File: src/rtl/mem_arbiter_if.sv
// Bus bundle between the two cache refill paths, the arbiter and main memory.
// The slave modport is the arbiter's view; the master modport is the
// surrounding system (caches plus memory) driving the arbiter.
interface mem_arbiter_if #(
    parameter int ADDR_W = 28,
    parameter int LINE_W = 128
);
    // I-cache side
    logic              i_read;
    logic              i_write;
    logic [ADDR_W-1:0] i_addr;
    logic [LINE_W-1:0] i_wdata;
    logic [LINE_W-1:0] i_rdata;
    logic              i_ready;

    // D-cache side
    logic              d_read;
    logic              d_write;
    logic [ADDR_W-1:0] d_addr;
    logic [LINE_W-1:0] d_wdata;
    logic [LINE_W-1:0] d_rdata;
    logic              d_ready;

    // Main memory side
    logic              mem_read;
    logic              mem_write;
    logic [ADDR_W-1:0] mem_addr;
    logic [LINE_W-1:0] mem_wdata;
    logic [LINE_W-1:0] mem_rdata;
    logic              mem_ready;

    modport slave (
        input  i_read, i_write, i_addr, i_wdata,
        output i_rdata, i_ready,
        input  d_read, d_write, d_addr, d_wdata,
        output d_rdata, d_ready,
        output mem_read, mem_write, mem_addr, mem_wdata,
        input  mem_rdata, mem_ready
    );

    modport master (
        output i_read, i_write, i_addr, i_wdata,
        input  i_rdata, i_ready,
        output d_read, d_write, d_addr, d_wdata,
        input  d_rdata, d_ready,
        input  mem_read, mem_write, mem_addr, mem_wdata,
        output mem_rdata, mem_ready
    );
endinterface

File: src/rtl/mem_arbiter.sv
// Round-robin arbiter sharing one line-sized memory port between the
// I-cache and D-cache refill paths. A granted request is captured in
// registers so memory sees stable strobes/address/data until it completes;
// each completion is followed by one dead cycle before the next grant.
module mem_arbiter #(
    parameter int ADDR_W = 28,
    parameter int LINE_W = 128
) (
    input  logic          clk,
    input  logic          rst_n,
    mem_arbiter_if.slave  bus
);
    typedef enum logic [1:0] {
        IDLE    = 2'd0,
        GRANT_I = 2'd1,
        GRANT_D = 2'd2,
        RELEASE = 2'd3
    } state_t;

    state_t            r_state;
    state_t            w_state_next;
    logic              r_last_d;      // 1 when the D-cache held the port last
    logic              r_mem_read;
    logic              r_mem_write;
    logic [ADDR_W-1:0] r_addr;
    logic [LINE_W-1:0] r_wdata;

    logic              w_i_req;
    logic              w_d_req;
    logic              w_pick_d;
    logic              w_pick_i;
    logic              w_grant;
    logic              w_sel_write;
    logic              w_owner_busy;
    logic              w_done;

    assign w_i_req  = bus.i_read | bus.i_write;
    assign w_d_req  = bus.d_read | bus.d_write;

    // D wins when it is alone, or when both ask and I owned the port last.
    assign w_pick_d = w_d_req & (~w_i_req | ~r_last_d);
    assign w_pick_i = w_i_req & ~w_pick_d;
    assign w_grant  = (r_state == IDLE) & (w_pick_i | w_pick_d);

    // Write has priority over read when a requester raises both.
    assign w_sel_write = w_pick_d ? bus.d_write : bus.i_write;

    // Completion only counts while someone owns the port and not under reset,
    // so an abandoned transaction never produces a ready pulse.
    assign w_owner_busy = (r_state == GRANT_I) | (r_state == GRANT_D);
    assign w_done       = rst_n & w_owner_busy & bus.mem_ready;

    // State register
    always_ff @(posedge clk) begin
        if (!rst_n) begin
            r_state <= IDLE;
        end else begin
            r_state <= w_state_next;
        end
    end

    // Next-state: arbitrate in IDLE, wait for memory in GRANT, one dead cycle after
    always_comb begin
        w_state_next = r_state;
        case (r_state)
            IDLE: begin
                if (w_pick_d) begin
                    w_state_next = GRANT_D;
                end else if (w_pick_i) begin
                    w_state_next = GRANT_I;
                end
            end
            GRANT_I, GRANT_D: begin
                if (bus.mem_ready) begin
                    w_state_next = RELEASE;
                end
            end
            RELEASE: begin
                w_state_next = IDLE;
            end
            default: begin
                w_state_next = IDLE;
            end
        endcase
    end

    // Capture the winning request on grant; drop the strobes on completion
    always_ff @(posedge clk) begin
        if (!rst_n) begin
            r_last_d    <= 1'b0;
            r_mem_read  <= 1'b0;
            r_mem_write <= 1'b0;
            r_addr      <= '0;
            r_wdata     <= '0;
        end else if (w_grant) begin
            r_last_d    <= w_pick_d;
            r_mem_write <= w_sel_write;
            r_mem_read  <= ~w_sel_write;
            r_addr      <= w_pick_d ? bus.d_addr  : bus.i_addr;
            r_wdata     <= w_pick_d ? bus.d_wdata : bus.i_wdata;
        end else if (w_done) begin
            r_mem_read  <= 1'b0;
            r_mem_write <= 1'b0;
        end
    end

    assign bus.mem_read  = r_mem_read;
    assign bus.mem_write = r_mem_write;
    assign bus.mem_addr  = r_addr;
    assign bus.mem_wdata = r_wdata;

    // Response routed only to the current owner; the other side sees zeros.
    assign bus.i_ready = w_done & (r_state == GRANT_I);
    assign bus.d_ready = w_done & (r_state == GRANT_D);
    assign bus.i_rdata = bus.i_ready ? bus.mem_rdata : '0;
    assign bus.d_rdata = bus.d_ready ? bus.mem_rdata : '0;
endmodule

File: src/flat_wrapper.sv
// flat-port wrapper written by rule: the top's interface ports become plain ports
module mem_arbiter_flat 
#(
    parameter int ADDR_W = 28,
    parameter int LINE_W = 128
)
  (clk, rst_n, bus_i_read, bus_i_write, bus_i_addr, bus_i_wdata, bus_i_rdata, bus_i_ready, bus_d_read, bus_d_write, bus_d_addr, bus_d_wdata, bus_d_rdata, bus_d_ready, bus_mem_read, bus_mem_write, bus_mem_addr, bus_mem_wdata, bus_mem_rdata, bus_mem_ready);
  mem_arbiter_if #(.ADDR_W(ADDR_W), .LINE_W(LINE_W)) bus_i ();
  input  logic clk;
  input  logic rst_n;
  input wire logic [$bits(bus_i.i_read)-1:0] bus_i_read;
  input wire logic [$bits(bus_i.i_write)-1:0] bus_i_write;
  input wire logic [$bits(bus_i.i_addr)-1:0] bus_i_addr;
  input wire logic [$bits(bus_i.i_wdata)-1:0] bus_i_wdata;
  output wire logic [$bits(bus_i.i_rdata)-1:0] bus_i_rdata;
  output wire logic [$bits(bus_i.i_ready)-1:0] bus_i_ready;
  input wire logic [$bits(bus_i.d_read)-1:0] bus_d_read;
  input wire logic [$bits(bus_i.d_write)-1:0] bus_d_write;
  input wire logic [$bits(bus_i.d_addr)-1:0] bus_d_addr;
  input wire logic [$bits(bus_i.d_wdata)-1:0] bus_d_wdata;
  output wire logic [$bits(bus_i.d_rdata)-1:0] bus_d_rdata;
  output wire logic [$bits(bus_i.d_ready)-1:0] bus_d_ready;
  output wire logic [$bits(bus_i.mem_read)-1:0] bus_mem_read;
  output wire logic [$bits(bus_i.mem_write)-1:0] bus_mem_write;
  output wire logic [$bits(bus_i.mem_addr)-1:0] bus_mem_addr;
  output wire logic [$bits(bus_i.mem_wdata)-1:0] bus_mem_wdata;
  input wire logic [$bits(bus_i.mem_rdata)-1:0] bus_mem_rdata;
  input wire logic [$bits(bus_i.mem_ready)-1:0] bus_mem_ready;
  assign bus_i.i_read = bus_i_read;
  assign bus_i.i_write = bus_i_write;
  assign bus_i.i_addr = bus_i_addr;
  assign bus_i.i_wdata = bus_i_wdata;
  assign bus_i_rdata = bus_i.i_rdata;
  assign bus_i_ready = bus_i.i_ready;
  assign bus_i.d_read = bus_d_read;
  assign bus_i.d_write = bus_d_write;
  assign bus_i.d_addr = bus_d_addr;
  assign bus_i.d_wdata = bus_d_wdata;
  assign bus_d_rdata = bus_i.d_rdata;
  assign bus_d_ready = bus_i.d_ready;
  assign bus_mem_read = bus_i.mem_read;
  assign bus_mem_write = bus_i.mem_write;
  assign bus_mem_addr = bus_i.mem_addr;
  assign bus_mem_wdata = bus_i.mem_wdata;
  assign bus_i.mem_rdata = bus_mem_rdata;
  assign bus_i.mem_ready = bus_mem_ready;
  mem_arbiter #(.ADDR_W(ADDR_W), .LINE_W(LINE_W)) u_core (.clk(clk), .rst_n(rst_n), .bus(bus_i));
endmodule
File: config.mk
export PLATFORM = sky130hd
export DESIGN_NAME = mem_arbiter_flat
export DESIGN_NICKNAME = d
export VERILOG_FILES = /design/src/rtl/mem_arbiter_if.sv /design/src/rtl/mem_arbiter.sv /design/src/flat_wrapper.sv
export SDC_FILE = /design/constraint.sdc
export NUM_CORES = 1
export LEC_CHECK = 0
export BUFFER_PORTS_ARGS = -buffer_cell sky130_fd_sc_hd__buf_2
export CORE_AREA = 2 2 336 338
export CTS_BUF_LIST = sky130_fd_sc_hd__clkbuf_8
export CTS_CLUSTER_DIAMETER = 30
export DETAILED_ROUTE_END_ITERATION = 16
export DIE_AREA = 0 0 338 340
export PLACE_DENSITY_LB_ADDON = 0.15
export SYNTH_ARGS = -nofsm -noshare
export SYNTH_HDL_FRONTEND = slang
export SYNTH_SLANG_ARGS = --single-unit
File: constraint.sdc
create_clock -name clk -period 2 [get_ports clk]
set_input_delay 0.2 -clock clk [delete_from_list [all_inputs] [get_ports clk]]
set_output_delay 0.2 -clock clk [all_outputs]
set_load 0.02 [all_outputs]
-- Word level (Yosys, flattened, before mapping)
Index checks and enable logic that the tools add are counted.
- flip-flop bits (word level): 161
- output and inout bits: 416
- input bits: 447
- logic and storage cells: 43
- bitwise logic cells: 16
- eq/ne operators: 5
- reduce and logical (&&, ||, !) cells: 4
- muxes and demuxes: 12
- operators by type and width (cell ; count):
    $mux W128 ; 3
    $mux W28 ; 1
    $and A1 B1 Y1 ; 7
    $mux W2 ; 3
    $pmux W2 S3 ; 1
    $or A1 B1 Y1 ; 5
    $eq A2 B2 Y1 const B ; 2
    $mux W1 ; 4
    $not A1 Y1 ; 4
    $ne A3 B1 Y1 const B ; 1
    $eq A2 B1 Y1 const B ; 1
    $logic_not A2 Y1 ; 1
    $ne A2 B2 Y1 const B ; 1
    $reduce_and A2 Y1 ; 1
    $reduce_bool A2 Y1 ; 1
    $reduce_or A2 Y1 ; 1

-- Logic depth before layout (Yosys ltp)
Gate-level depths: netlist of the first run.
- depth in word-level cells: 9
- mapped depth: 7
- mapped depth without buffers: 5

-- Worst setup path after synthesis of the first run
No wires, ideal clock.
- path type: flip-flop to output port
- from: register u_core.r_state[0]
- to: output bus_d_rdata[100]
- path slack: 143 ps
- required time: 1800 ps
- buffers on the path: 2
- stages on the path, launching flop included: 7
- arrival: 1657 ps
- path through: dfxtp_1 > inv_1 > ha_1 > and4_1 > clkbuf_1 > clkbuf_1 > and2_1
- longest elaborated chain between the ends: 6
- elaborated cells between the ends (all ways): 7
- classes of those cells: 2 x eq/ne; 1 x mux; 4 x bitwise
- RTL lines (item ; RTL line ; RTL):
    start: declaration ; mem_arbiter.sv:20 ; state_t r_state;
    start signal: assignment ; mem_arbiter.sv:58 ; r_state <= w_state_next;
    $eq A2 B1 Y1 or $eq A2 B2 Y1 (tied branches) ; mem_arbiter.sv:50, mem_arbiter.sv:114 ;
    $or A1 B1 Y1 ; mem_arbiter.sv:50 ; assign w_owner_busy = (r_state == GRANT_I) | (r_state == GRANT_D);
    $and A1 B1 Y1 (2 in series) ; mem_arbiter.sv:51 ; assign w_done = rst_n & w_owner_busy & bus.mem_ready;
    $and A1 B1 Y1 * ; mem_arbiter.sv:114 ; assign bus.d_ready = w_done & (r_state == GRANT_D);
    $mux W128 * ; mem_arbiter.sv:116 ; assign bus.d_rdata = bus.d_ready ? bus.mem_rdata : '0;
    end: declaration ; flat_wrapper.sv:21 ; output wire logic [$bits(bus_i.d_rdata)-1:0] bus_d_rdata;
Mark *: on every way between the ends. The rest lies on a longest branch, timed or not.

-- Worst setup path after layout of the first run
- from: register u_core.r_state[0]
- to: output bus_i_rdata[76]
- longest elaborated chain between the ends: 6
- elaborated cells between the ends (all ways): 7
- classes of those cells: 2 x eq/ne; 1 x mux; 4 x bitwise
- RTL lines (item ; RTL line ; RTL):
    $eq A2 B1 Y1 or $eq A2 B2 Y1 (tied branches) ; mem_arbiter.sv:50, mem_arbiter.sv:113 ;
    $or A1 B1 Y1 ; mem_arbiter.sv:50 ;
    $and A1 B1 Y1 (2 in series) ; mem_arbiter.sv:51 ;
    $and A1 B1 Y1 * ; mem_arbiter.sv:113 ; assign bus.i_ready = w_done & (r_state == GRANT_I);
    $mux W128 * ; mem_arbiter.sv:115 ; assign bus.i_rdata = bus.i_ready ? bus.mem_rdata : '0;
    end: declaration ; flat_wrapper.sv:15 ; output wire logic [$bits(bus_i.i_rdata)-1:0] bus_i_rdata;
Marks and branches as above.

==> results of run 1 <==
## tightest hold or removal path, delay by kind of cell
kind,cells,cell delay (ns)
AO/OA/AOI/OAI,2,0.28
buffers and inverters,1,0.14
## how the worst min path moves through the flow
stage                           endpoint  slack, ns
2_1_floorplan    u_core.bus.mem_addr[21]       0.36
3_3_place_gp   u_core.bus.mem_wdata[124]       0.47
3_5_place_dp    u_core.bus.mem_wdata[68]       0.46
4_1_cts                u_core.r_state[0]       0.03
5_1_grt         u_core.bus.mem_wdata[71]       0.06
6_report        u_core.bus.mem_wdata[71]       0.11
## registers in the layout, indices dropped and copies added, names as in the netlist
name                  cells
u_core.bus.mem_write      1
u_core.r_last_d           1
u_core.bus.mem_wdata    128
u_core.r_state            2
u_core.bus.mem_addr      28
u_core.bus.mem_read       1
## repair_timing
action	in CTS	in global routing
gates cloned	3	13
setup buffers	9	3
hold endpoints to repair	156	0
pin swaps	4	66
hold buffers	310	0
setup endpoints to repair	258	259
resized for setup	160	271
## routing by layer
layer	up-vias	part of all wire, %	global-route usage [%]
li1	6712	-	-
met1	6679	38	13.9
met3	101	6.0	2.87
met2	600	53	24.4
met5	-	0.064	0
met4	8	3.2	4.40
## area by class of cell
cell class / count / share of cell area [%]
multi-input combinational: 916 / 26.9
clock inverter: 14 / 0.630
clock buffer: 18 / 1.19
antenna: 6 / 0.0721
tap: 1500 / 9.01
timing repair buffer: 1281 / 46.7
inverter: 3 / 0.0540
sequential: 161 / 15.5
## through the flow
step / utilization [%] / setup TNS (ns) / hold WS (ns) / setup slack (ns) / cell area [sq um]
2_1_floorplan: - / 0 / 0.355 / 0.143 / 9060
3_3_place_gp: 14.1 / 0 / 0.467 / 0.0835 / 15700
3_5_place_dp: 14.1 / 0 / 0.464 / 0.0652 / 15700
4_1_cts: 17.8 / -116.41 / 0.0282 / -0.526 / 19800
5_1_grt: 18.7 / -124.78 / 0.0645 / -0.542 / 20800
6_report: 18.7 / -91.75 / 0.109 / -0.417 / 20800
## cells in the mapped netlist, drive strengths merged
cell,count
dfxtp,161
and3b,1
or2,1
clkbuf,111
nand3,1
nor3b,1
a21oi,157
a31oi,156
nor4bb,1
nand2,2
o21a,1
nor2b,2
and2,257
inv,3
nor2,2
mux2,1
ha,4
and4b,1
o41a,1
a31o,1
a211oi,2
o21ai,314
a32oi,2
o41ai,1
buf,40
mux2i,1
a21boi,2
and4,2
## cell families (layout without fill, tap and decap cells)
family,after synthesis,count (layout)
mux,2,2
other cells,0,6
compound gates,637,637
flops,161,161
simple gates,271,273
fa+ha+maj,4,4
buf+inv,154,1316
## where the power goes
part	internal, uW	switching, uW	total, uW
sequential	4710	742	5450
clock	1030	1610	2640
combinational	4390	7400	11800
total	10100	9750	19900
==> flow_summary.yaml, run 1 <==
logic_synthesis:
  synth.cell_area_sq_um: 9060
  synth_cell_types: 31
  synth_xor_area_share_pct: 0
  yosysTopAreaCell: "dfxtp_1"
  synth_compound_area_share_pct: 37.9
  ys_seq_elements: 161
  avgSynthCellArea_sq_um: 7.37
  synth_top_area_share_pct: 35.6
  syn-num-nets: 1680
  synth_fa_ha_area_share_pct: 0.552
  muxShareOfSynthArea_pct: 0.235
  synth_top_family_by_area: "compound AO/OA/AOI/OAI gates"
  ys_top_cells_by_area: "dfxtp_1 36%, and2_1 18%, o21ai_0 17%"
  syn_inst: 1229
  synth-seq-area-share_pct: 35.6
  synth-simple-area-share_pct: 18.8
  yosys_warnings: 0
job:
  cap_viol_max_count: 0
floorplanning:
  ioPinCount: 863
  rows: 123
  die_width_um: 338
  dieHeight_um: 340
  core-area_sq_um: 112000
  die_area_sq_um: 115000
  start_util_pct: 8.12
cells_and_area:
  final_cell_mix: "726 x buf_2, 310 x dlygate4sd3_1, 309 x o21ai_0"
  final-seq-area_sq_um: 3230
  multiInputGateArea_sq_um: 5600
  final_cells: 3899
  final_common_cell: "buf_2"
  nFillCells: 12799
  nets: 2831
  drive_gt1_share_pct: 48.0
  areaGrowthSynthToFinish_pct: 130
setup_path:
  r2r_setup_slack_ns: 0.02
  critPathMaxStageDelay_ns: 0.35
  worstPathMaxFanout: 6
  crit_required_ns: 1.80
  r2r.worst_path.cells: 6
  worstPathBufferInverterCount: 4
  cp.depth: 7
  crit_path_start_kind: "register"
  cp_data_arrival_time_ns: 2.22
  critPathKind: "reg -> out"
  r2r_end: "u_core.bus.mem_addr[24]"
  cp-end-kind: "output port"
  cp_slowest_cell: "dfxtp_2"
  crit_chain: "inv_2 -> ha_4 -> and4_4 -> buf_12 -> clkbuf_16 -> and2_4 -> buf_6"
  crit_family: "buffers and inverters"
  cp-endpoint: "bus_i_rdata[76]"
  rr_startpoint: "u_core.r_last_d"
  crit_path_start: "u_core.r_state[0]"
timing:
  rsz0062_at_grt: "yes"
  timing.final.ws_setup_ns: -0.417
  clock_skew_ns: 0.0323
  tightestPinTransition_ns: 0.574
  slew_violations: 0
  fin_crit_sh_pct: 121
  max_freq_mhz: 414
  min_period_ns: 2.42
  final_hold_viol_count: 0
  slew_headroom_pct: 61.7
  finalSetupViolCount: 258
clock_tree:
  clockBufferDepth: 2
  cts_inserted_buffers: 17
  clkTransAtPathRegs_ns: 0.12
  clock_sinks: 161
  clk_latency_ns: 0.56
  cts_tree: "done"
  clockRootBuffer: "clkbuf_8"
  htreeDepth: 4
global_routing:
  antenna_found_initial: 22
  grt_pass1_vias: 14456
  grt_max_degree: 84
  grt_overflow: 0
  track_usage_pct: 12.9
  grt_pass1_wl_um: 107000
status:
  outcome: "complete, but fails checks"
  failed_checks: "setup timing"
drt:
  wl_um: 79600
  drt-wirelength-per-cell_um: 20.4
  drt_iter0_markers: 473
  drt-pass1-iter-count: 5
  vias_per_cell: 3.62
  drc_errors: 0
  vias: 14100
  antenna_left: 0
min_path:
  holdPathStages: 3
  hold_path_class: "in -> reg"
  min-delay-start: "bus_d_wdata[71]"
placement:
  port-buffer-count: 862
  gp_congestion: 0.855
  dpl.cell_count: 3525
  hpwl_um: 61800
power_and_ir_drop:
  power_leakage_uw: 0.00948
  peakVddDrop_uv: 519
  power.total_uw: 19900
  power_density_nw_per_um2: 955
Power figures use the tool's default switching activity.
==> run 2: changes to the inputs <==
Settings changed: PLACE_DENSITY from default to 0.3, PLACE_DENSITY_LB_ADDON 0.15 to default, REMOVE_ABC_BUFFERS from default to 1, TNS_END_PERCENT from default to 5.
==> run 2 against run 1 <==
  * The run still ends with setup timing left
  * Critical path depth did not move
  * Clock skew fell by 0.018 ns
  * Sequential share of layout area rose by 0.083 points
  * Sequential cell count did not move
  * Fmax rose by 0.45%
  * First-iteration DRC count rose by 18%
  * Global-route usage rose by 0.36 points
  * Clock-buffer cell count fell by 1
  * Non-clock buffer count fell by 17
  * Clock power barely moved
  * Cell area fell by 0.49%
  * Register-to-register slack improved by 0.06 ns
  * Highest routed layer unchanged
==> flow_summary.yaml, run 2 (synthesis gave the netlist of run 1 again) <==
status:
  outcome: "complete, but fails checks"
  failed_checks: "setup timing"
floorplanning:
  die_area_sq_um: 115000
  rows: 123
  dieHeight_um: 340
  core-area_sq_um: 112000
  ioPinCount: 863
  start_util_pct: 8.12
  die_width_um: 338
setup_path:
  r2r.worst_path.cells: 7
  rr_startpoint: "u_core.r_state[0]"
  cp-endpoint: "bus_d_rdata[26]"
  crit_path_start_kind: "register"
  crit_required_ns: 1.80
  r2r_setup_slack_ns: 0.08
  cp_data_arrival_time_ns: 2.21
  crit_path_start: "u_core.r_state[1]"
  worstPathMaxFanout: 24
  cp-end-kind: "output port"
  critPathKind: "reg -> out"
  r2r_end: "u_core.bus.mem_wdata[87]"
cells_and_area:
  largest_reg_flops: 128
  drive_gt1_share_pct: 45.8
  areaGrowthSynthToFinish_pct: 129
  final_cell_area_sq_um: 20700
  post-route-util_pct: 18.6
  nets: 2812
  final_cell_mix: "625 x buf_2, 308 x o21ai_0, 307 x dlygate4sd3_1"
  final_common_cell: "buf_2"
drt:
  drt_iter0_markers: 557
  wl_um: 80100
  vias_per_cell: 3.64
  drt-pass1-iter-count: 6
  drt-wirelength-per-cell_um: 20.6
  vias: 14134
  antenna_left: 0
  drc_errors: 0
timing:
  timing.final.ws_setup_ns: -0.406
  finalSetupViolCount: 258
  min_period_ns: 2.41
  hold_slack_ns: 0.0954
  fin_crit_sh_pct: 120
  tightestPinTransition_ns: 0.493
  max_freq_mhz: 416
  setup-tns-final_ns: -86.03
  slew_violations: 0
  final_hold_viol_count: 0
  slew_headroom_pct: 67.0
  clock_skew_ns: 0.0140
  rsz0062_at_grt: "yes"
global_routing:
  grt_pass1_wl_um: 108000
  track_usage_pct: 13.2
  grt_max_degree: 78
  antenna_found_initial: 37
  grt_overflow: 0
  grt_pass1_vias: 14219
clock_tree:
  cts_tree: "done"
  htreeDepth: 4
  clockRootBuffer: "clkbuf_8"
  clockBufferDepth: 2
  clock_sinks: 161
  clk_latency_ns: 0.59
  clkTransAtPathRegs_ns: 0.11
  cts_inserted_buffers: 17
placement:
  placed_cell_area_sq_um: 15600
  dpl_worst_slack_ns: 0.0626
  port-buffer-count: 862
  hpwl_um: 63200
  gp_congestion: 0.835
min_path:
  min-delay-start: "bus_d_wdata[84]"
  holdPathStages: 4
  hold_path_class: "in -> reg"
power_and_ir_drop:
  power_density_nw_per_um2: 965
  power_leakage_uw: 0.00932
  peakVddDrop_uv: 542
job:
  cap_viol_max_count: 0
==> run 2: cell count changes in the layout (fill, tap and decap cells not counted), sizes merged <==
| cell | previous run | this run |
|---|---|---|
| and4 | 4 | 2 |
| buf | 964 | 953 |
| bufbuf | 0 | 1 |
| clkbuf | 25 | 19 |
| clkinv | 4 | 3 |
| clkinvlp | 3 | 2 |
| dlygate4sd3 | 310 | 307 |
| dlymetal6s4s | 0 | 1 |
| inv | 9 | 11 |
==> run 2: metal layers <==
metal	track usage, %	vias to the layer above	routed length, um
met5	0	-	41
met4	3.20	6	1640
met3	3.37	95	5280
met2	24.5	609	41500
met1	15.0	6760	31600
li1	-	6664	-
==> run 2: repair_timing <==
item / in CTS / in global routing
endpoints found under the hold margin: 159 / 0
setup buffers: 7 / 4
pin swaps: 10 / 33
gates cloned: 4 / 3
gates resized for setup: 306 / 165
setup endpoints to repair: 258 / 269
hold buffers: 308 / 0
==> run 2: area by class of cell <==
type	instances	area, sq um
Tap cell	1500	1880
Inverter	3	13.8
Sequential cell	161	3230
Timing Repair Buffer	1264	9730
Fill cell	12677	90800
Multi-Input combinational cell	914	5490
Clock buffer	17	234
Antenna cell	6	15.0
Clock inverter	14	148
==> run 2: power breakdown <==
group	switching, uW	total (uW)	internal, uW
logic	7410	11900	4480
clock network	1640	2660	1020
registers	750	5460	4710
==> run 2: per-stage QoR <==
step	total power (uW)	std cells
6_report	20000	3879
5_1_grt	21400	3877
4_1_cts	20200	3867
3_5_place_dp	16500	3517
3_3_place_gp	16700	3517
2_1_floorplan	10400	1078
==> run 2: how the worst min path moves through the flow <==
| stage | slack, ns | to |
|---|---|---|
| floorplan | 0.33 | u_core.r_last_d |
| global placement | 0.47 | u_core.bus.mem_wdata[0] |
| detailed placement | 0.46 | u_core.bus.mem_wdata[105] |
| CTS | 0.003 | u_core.bus.mem_wdata[67] |
| global route | 0.09 | u_core.bus.mem_wdata[84] |
| finish | 0.1 | u_core.bus.mem_wdata[84] |
==> run 2: worst max-delay path, cell delays in order, from the launching register on <==
cell     delay, ns
dfxtp_2       0.37
inv_4         0.05
ha_4          0.27
and4_4        0.28
buf_12        0.18
buf_12        0.16
and2_1        0.16
buf_6         0.12
